`src/rtl/uart_tx_arbiter_if.sv`:
```
// -----------------------------------------------------------------------------
// uart_tx_arbiter_if
// Bundle between N_REQ byte producers, the round-robin arbiter and the UART TX
// parallel port.
//   req_valid       producer -> arbiter  per-requester byte available
//   req_data        producer -> arbiter  byte of requester i at [8*i+7:8*i]
//   req_ready       arbiter  -> producer one-hot accept pulse
//   tx_p_data       arbiter  -> UART TX  byte to transmit
//   tx_p_data_valid arbiter  -> UART TX  one-cycle issue strobe
//   busy            UART TX  -> arbiter  transmitter busy
//   grant_id        arbiter  -> status   index of current owner
//   arb_busy        arbiter  -> status   arbiter not idle
//   timeout_err     arbiter  -> status   watchdog pulse
// Modports: slave = arbiter side, master = producers/UART/environment side.
// -----------------------------------------------------------------------------
interface uart_tx_arbiter_if #(
   parameter int N_REQ = 4
);
   localparam int IW = (N_REQ > 1) ? $clog2(N_REQ) : 1;

   logic [N_REQ-1:0]   req_valid;
   logic [8*N_REQ-1:0] req_data;
   logic [N_REQ-1:0]   req_ready;
   logic [7:0]         tx_p_data;
   logic               tx_p_data_valid;
   logic               busy;
   logic [IW-1:0]      grant_id;
   logic               arb_busy;
   logic               timeout_err;

   modport slave (
      input  req_valid, req_data, busy,
      output req_ready, tx_p_data, tx_p_data_valid, grant_id, arb_busy, timeout_err
   );

   modport master (
      output req_valid, req_data, busy,
      input  req_ready, tx_p_data, tx_p_data_valid, grant_id, arb_busy, timeout_err
   );
endinterface

```
`src/rtl/uart_tx_arbiter.sv`:
```
// -----------------------------------------------------------------------------
// uart_tx_arbiter
// Round-robin arbiter sharing one UART transmitter between N_REQ producers.
// Accepts one byte from the winner, issues it as a one-cycle strobe, then
// follows the transmitter's busy rise and fall before arbitrating again.
// Ports:
//   CLK  transmitter clock
//   RST  synchronous active-high reset
//   bus  uart_tx_arbiter_if.slave (requester, UART TX and status signals)
// Optional feature: define UART_ARB_TIMEOUT_EN to build the WAIT_HI watchdog
// (8-bit counter, timeout_err pulse). Without it timeout_err is tied low and
// WAIT_HI waits indefinitely.
// -----------------------------------------------------------------------------
module uart_tx_arbiter #(
   parameter int N_REQ   = 4,
   parameter int TIMEOUT = 8
) (
   input logic              CLK,
   input logic              RST,
   uart_tx_arbiter_if.slave bus
);
   localparam int IW = (N_REQ > 1) ? $clog2(N_REQ) : 1;

   localparam logic [1:0] ST_IDLE    = 2'd0;
   localparam logic [1:0] ST_ISSUE   = 2'd1;
   localparam logic [1:0] ST_WAIT_HI = 2'd2;
   localparam logic [1:0] ST_WAIT_LO = 2'd3;

   // last points at the most recent owner; reset value makes requester 0 win first
   localparam logic [IW-1:0] LAST_RST = IW'(N_REQ - 1);

   if (N_REQ < 2 || N_REQ > 8 || TIMEOUT < 2 || TIMEOUT > 255) begin : g_param_check
      $error("uart_tx_arbiter: N_REQ or TIMEOUT out of range");
   end

   logic [1:0]       state_q, state_d;
   logic [IW-1:0]    last_q, last_d;
   logic [IW-1:0]    grant_id_q, grant_id_d;
   logic [7:0]       tx_data_q, tx_data_d;
   logic             tx_valid_q, tx_valid_d;
   logic             arb_busy_q, arb_busy_d;
   logic [IW-1:0]    idx_s;
   logic [IW-1:0]    win_idx_s;
   logic             win_found_s;
   logic             grant_s;
   logic [N_REQ-1:0] req_ready_s;
   logic [7:0]       sel_data_s;
`ifdef UART_ARB_TIMEOUT_EN
   logic [7:0]       cnt_q, cnt_d;
   logic             timeout_err_q, timeout_err_d;
`endif

   // Round-robin search: first asserted request starting at last+1, wrapping
   always_comb begin
      win_found_s = 1'b0;
      win_idx_s   = '0;
      idx_s       = '0;
      for (int k = 1; k <= N_REQ; k++) begin
         idx_s = IW'((int'(last_q) + k) % N_REQ);
         if (!win_found_s && bus.req_valid[idx_s]) begin
            win_found_s = 1'b1;
            win_idx_s   = idx_s;
         end else begin
            win_found_s = win_found_s;
         end
      end
   end

   // Accept decode and winner data mux; grants are suppressed while RST is high
   always_comb begin
      grant_s     = (state_q == ST_IDLE) && !bus.busy && win_found_s && !RST;
      req_ready_s = '0;
      sel_data_s  = 8'h00;
      for (int i = 0; i < N_REQ; i++) begin
         if (win_idx_s == IW'(i)) begin
            req_ready_s[i] = grant_s;
            sel_data_s     = bus.req_data[8*i +: 8];
         end else begin
            req_ready_s[i] = 1'b0;
         end
      end
   end

   // FSM next-state and registered-output next values
   always_comb begin
      state_d    = state_q;
      last_d     = last_q;
      grant_id_d = grant_id_q;
      tx_data_d  = tx_data_q;
      tx_valid_d = 1'b0;
`ifdef UART_ARB_TIMEOUT_EN
      cnt_d         = cnt_q;
      timeout_err_d = 1'b0;
`endif
      case (state_q)
         ST_IDLE: begin
            if (grant_s) begin
               state_d    = ST_ISSUE;
               last_d     = win_idx_s;
               grant_id_d = win_idx_s;
               tx_data_d  = sel_data_s;
               tx_valid_d = 1'b1;
            end else begin
               state_d = ST_IDLE;
            end
         end
         ST_ISSUE: begin
            state_d = ST_WAIT_HI;
`ifdef UART_ARB_TIMEOUT_EN
            cnt_d = 8'd0;
`endif
         end
         ST_WAIT_HI: begin
`ifdef UART_ARB_TIMEOUT_EN
            if (bus.busy) begin
               state_d = ST_WAIT_LO;
            end else if (cnt_q == 8'(TIMEOUT - 1)) begin
               // last keeps the timed-out owner so others go first next time
               state_d       = ST_IDLE;
               timeout_err_d = 1'b1;
            end else begin
               cnt_d = cnt_q + 8'd1;
            end
`else
            if (bus.busy) begin
               state_d = ST_WAIT_LO;
            end else begin
               state_d = ST_WAIT_HI;
            end
`endif
         end
         ST_WAIT_LO: begin
            if (!bus.busy) begin
               state_d = ST_IDLE;
            end else begin
               state_d = ST_WAIT_LO;
            end
         end
         default: begin
            state_d = ST_IDLE;
         end
      endcase
      arb_busy_d = (state_d != ST_IDLE);
   end

   // State and output registers with synchronous reset
   always_ff @(posedge CLK) begin
      if (RST) begin
         state_q    <= ST_IDLE;
         last_q     <= LAST_RST;
         grant_id_q <= '0;
         tx_data_q  <= 8'h00;
         tx_valid_q <= 1'b0;
         arb_busy_q <= 1'b0;
`ifdef UART_ARB_TIMEOUT_EN
         cnt_q         <= 8'd0;
         timeout_err_q <= 1'b0;
`endif
      end else begin
         state_q    <= state_d;
         last_q     <= last_d;
         grant_id_q <= grant_id_d;
         tx_data_q  <= tx_data_d;
         tx_valid_q <= tx_valid_d;
         arb_busy_q <= arb_busy_d;
`ifdef UART_ARB_TIMEOUT_EN
         cnt_q         <= cnt_d;
         timeout_err_q <= timeout_err_d;
`endif
      end
   end

   assign bus.req_ready       = req_ready_s;
   assign bus.tx_p_data       = tx_data_q;
   assign bus.tx_p_data_valid = tx_valid_q;
   assign bus.grant_id        = grant_id_q;
   assign bus.arb_busy        = arb_busy_q;
`ifdef UART_ARB_TIMEOUT_EN
   assign bus.timeout_err     = timeout_err_q;
`else
   assign bus.timeout_err     = 1'b0;
`endif
endmodule

```
`src/flat_wrapper.sv`:
```
// flat-port wrapper written by rule: the top's interface ports become plain ports
module uart_tx_arbiter_flat 
#(
   parameter int N_REQ   = 4,
   parameter int TIMEOUT = 8
)
  (CLK, RST, bus_req_valid, bus_req_data, bus_busy, bus_req_ready, bus_tx_p_data, bus_tx_p_data_valid, bus_grant_id, bus_arb_busy, bus_timeout_err);
  uart_tx_arbiter_if #(.N_REQ(N_REQ)) bus_i ();
  input logic CLK;
  input logic RST;
  input wire logic [$bits(bus_i.req_valid)-1:0] bus_req_valid;
  input wire logic [$bits(bus_i.req_data)-1:0] bus_req_data;
  input wire logic [$bits(bus_i.busy)-1:0] bus_busy;
  output wire logic [$bits(bus_i.req_ready)-1:0] bus_req_ready;
  output wire logic [$bits(bus_i.tx_p_data)-1:0] bus_tx_p_data;
  output wire logic [$bits(bus_i.tx_p_data_valid)-1:0] bus_tx_p_data_valid;
  output wire logic [$bits(bus_i.grant_id)-1:0] bus_grant_id;
  output wire logic [$bits(bus_i.arb_busy)-1:0] bus_arb_busy;
  output wire logic [$bits(bus_i.timeout_err)-1:0] bus_timeout_err;
  assign bus_i.req_valid = bus_req_valid;
  assign bus_i.req_data = bus_req_data;
  assign bus_i.busy = bus_busy;
  assign bus_req_ready = bus_i.req_ready;
  assign bus_tx_p_data = bus_i.tx_p_data;
  assign bus_tx_p_data_valid = bus_i.tx_p_data_valid;
  assign bus_grant_id = bus_i.grant_id;
  assign bus_arb_busy = bus_i.arb_busy;
  assign bus_timeout_err = bus_i.timeout_err;
  uart_tx_arbiter #(.N_REQ(N_REQ), .TIMEOUT(TIMEOUT)) u_core (.CLK(CLK), .RST(RST), .bus(bus_i));
endmodule
```
`config.mk`:
```
export PLATFORM = sky130hd
export DESIGN_NAME = uart_tx_arbiter_flat
export DESIGN_NICKNAME = d
export VERILOG_FILES = /design/src/rtl/uart_tx_arbiter_if.sv /design/src/rtl/uart_tx_arbiter.sv /design/src/flat_wrapper.sv
export SDC_FILE = /design/constraint.sdc
export NUM_CORES = 1
export LEC_CHECK = 0
export ABC_AREA = 1
export BUFFER_PORTS_ARGS = -buffer_cell sky130_fd_sc_hd__buf_4
export CORE_MARGIN = 2
export CORE_UTILIZATION = 24
export DETAILED_ROUTE_END_ITERATION = 10
export SLEW_MARGIN = 20
export SYNTH_ARGS = -nofsm -noshare
export SYNTH_HDL_FRONTEND = slang
export SYNTH_SLANG_ARGS = --single-unit
export TNS_END_PERCENT = 10
```
`constraint.sdc`:
```
create_clock -name CLK -period 2.3 [get_ports CLK]
set_clock_uncertainty 0.05 [all_clocks]
set_input_delay 0 -clock CLK [delete_from_list [all_inputs] [get_ports CLK]]
set_output_delay 0 -clock CLK [all_outputs]
set_load 0.01 [all_outputs]
```
==> flow_summary.ini <==
[setup_path]
critical_path_required_ns = 2.25
r2r_start = u_core.last_q[0]
path_buf_inv = 4
path_cells = inv_2 > nand2_1 > nand2_2 > nand2_1 > nand2_1 > inv_2 > nand4_1 > nand4_2 > buf_4 > nor3_1 > buf_4
cpMostUsedCell = nand2_1
cp-startpoint = u_core.last_q[0]
r2r_slack_ns = 0.27
crit_slowest_cell = dfxtp_4
cp_top_family = simple AND/OR/NAND/NOR gates
start_kind = flip-flop
worst_setup_path_end_kind = primary output
max_stage_delay_ns = 0.37
r2r_end = u_core.bus.tx_p_data[2]
worst-setup-path-type = reg -> out
rr_worst_depth = 13
worstPathArrival_ns = 2.08
crit_fanout = 12

[grt]
antenna_found_initial = 0
overflow = 0
grt_first_pass_wirelength_um = 5480
grt_usage_pct = 12.5
grt_max_degree = 13
grt_pass1_vias = 1224

[floorplanning]
die_x_um = 75.4
die_area_mm2 = 0.00569
chipHeight_um = 75.4
coreArea_mm2 = 0.00482
io_pins = 56
start_util_pct = 25.4
fp-row-count = 25

[yosys]
yosysWarnings = 0
synth.most_common_cell = nand2_1
yosys-top-cells-area = dfxtp_1 (26%), nand2_1 (22%), nand4_1 (7.2%)
syn_nets = 223
ys_types = 29
yosysTopAreaCellShare_pct = 26.2
postSynthAreaPerCell_um2 = 6.65
synth-seq-cells = 16
ys.flop_type = dfxtp_1
ys_seq_area_share_pct = 26.2
yosys.area.top_type = dfxtp_1
synth_common_cells = nand2_1 (71), dfxtp_1 (16), inv_1 (15)
synthArstFlopShare_pct = 0
netlist_area_mm2 = 0.00122
syn_inst = 184
synth_edf_count = 0

[place]
gp_congestion = 0.796
port_buffers = 54
placed_area_mm2 = 0.00168
placed_cells = 302
post-dp-hpwl_um = 2830

[cts]
cts_htree_levels = 1
clock_path_buffers = 2
clock_sinks = 16
clk_latency_ns = 0.25
ctsRootBufferMaster = clkbuf_8
cts.clk_slew.worst_paths_ns = 0.06
cts_buffers = 3
cts_tree = done

[timing]
hold_viol = 0
min_period_over_period_pct = 92.7
fmax_mhz = 469
setup_tns_ns = 0
finalSetupViolations = 0
final-max-slew-violation-count = 0
hold_ws_ns = 0.0107
finalCriticalPeriod_ns = 2.13
grt_setup_unrepaired = no

[drt]
routed_wl_um = 3440
wire_per_inst_um = 11.1
drtAntennaViolNets = 0
drtPass1Iterations = 4
via_count = 1341
vias_per_cell = 4.33
drtIter0Drc = 66
route.detailed.drc = 0

[finish]
fin_cells = 310
fin_nets = 283
syn_to_final_growth_pct = 45.4
postLayoutCellArea_mm2 = 0.00178
diodes = 0
drive_gt1_share_pct = 37.9

[power]
peakVddDrop_v = 0.000470
power_leakage_nw = 0.927
pwr-share-seq_pct = 28.0
total_power_mw = 1.23
power_density_mw_per_mm2 = 689
internal_power_mw = 0.726
switching_share_pct = 40.8
p_sw_mw = 0.501
pwr-share-clk_pct = 20.2
p_comb_share_pct = 51.8

[run]
cap_viol_max_count = 0

[worst_hold_path]
min-delay-start = bus_req_data[10]
hold_path_depth = 5
hold_path.class = in -> reg
worstHoldEndpoint = u_core.bus.tx_p_data[2]

[outcome]
outcome = finished, final reports clean
-- through the flow --
stage / util (%) / setup slack (ns)
2_1_floorplan: - / 0.508
3_3_place_gp: 34.9 / 0.180
3_5_place_dp: 34.9 / 0.146
4_1_cts: 36.5 / 0.0525
5_1_grt: 36.9 / 0.0103
6_report: 36.9 / 0.168
-- layout make-up --
type                    instances  area [um^2]
fillers                       578         3040
clock buffers                   4         55.1
repair buffers                 61          463
well taps                      67         83.8
flip-flops and latches         16          325
inverters                      20         81.3
multi-input cells             142          771
-- worst reg2reg max path, stage by stage, from the launching register on --
cell and delay (ns):
dfxtp_4 0.39, inv_2 0.10, nand2_1 0.07, nand2_1 0.08
nand2_2 0.11, nand2_4 0.06, nor2_4 0.19, nand4_1 0.16
nand4_2 0.14, clkinvlp_4 0.15, buf_4 0.18, buf_4 0.14
nand2_1 0.06, nand2_1 0.04
-- flip-flops by register name, indices dropped and copies added (netlist names) --
| register | flops |
|---|---|
| u_core.bus.grant_id | 2 |
| u_core.last_q | 2 |
| u_core.state_q | 2 |
| u_core.bus.tx_p_data_valid | 1 |
| u_core.bus.arb_busy | 1 |
| u_core.bus.tx_p_data | 8 |
-- cell usage in the layout, fill, tap and decap left out --
cell type / instances
a21oi_4: 1
inv_4: 1
nor2_4: 2
nand3_1: 12
inv_1: 14
nor2_1: 10
dfxtp_4: 1
o211ai_1: 2
clkbuf_8: 4
nand3_2: 1
nor3_1: 1
dfxtp_2: 1
dfxtp_1: 14
nand2_4: 4
nand2_1: 71
clkinvlp_4: 1
nand4_4: 1
inv_2: 4
nand2_2: 4
conb_1: 1
nand4_1: 14
dlygate4sd3_1: 2
a21oi_2: 4
nor2_8: 1
a21oi_1: 6
buf_4: 59
nand3_4: 1
nand4_2: 1
nand3b_4: 1
o21ai_1: 4
-- metal layers --
| metal | wire length [um] | track usage [%] |
|---|---|---|
| met1 | 1540 | 16.0 |
| met2 | 1590 | 20.5 |
| met3 | 276 | 4.37 |
| met4 | 33 | 2.34 |
| met5 | 0 | 0 |
-- worst max path at each step --
stage,end,depth (start not counted),slack [ns]
finish,bus_req_ready[0],11,0.17
global route,bus_req_ready[2],12,0.01
CTS,bus_req_ready[1],11,0.05
detailed placement,u_core.bus.tx_p_data[4],15,0.15
global placement,u_core.bus.tx_p_data[4],15,0.18
floorplan,u_core.bus.tx_p_data[0],13,0.51
-- power by group through the flow --
stage          Combinational [mW]  Sequential [mW]  Clock [mW]
2_1_floorplan               0.450            0.358           0
3_3_place_gp                0.634            0.349           0
3_5_place_dp                0.637            0.348           0
4_1_cts                     0.644            0.344       0.252
5_1_grt                     0.708            0.350       0.269
6_report                    0.635            0.344       0.248
-- logic make-up (layout without fill, tap and decap cells) --
kind of cell    after synthesis  count (layout)  share of synthesized area [%]
compound gates               17              17                           9.51
buf+inv                      26              85                           10.8
flops                        16              16                           26.2
other cells                   1               1                          0.306
simple gates                124             124                           53.2
-- timing repair --
item | in CTS | in global routing
hold endpoints to repair | 9 | 0
buffers inserted | 0 | 2
pin swaps | 0 | 1
gates resized for setup | 2 | 2
hold buffers | 2 | 0
setup endpoints to repair | 1 | 3
cloned | 0 | 0
Note: power is estimated with default switching activity, not from simulation.
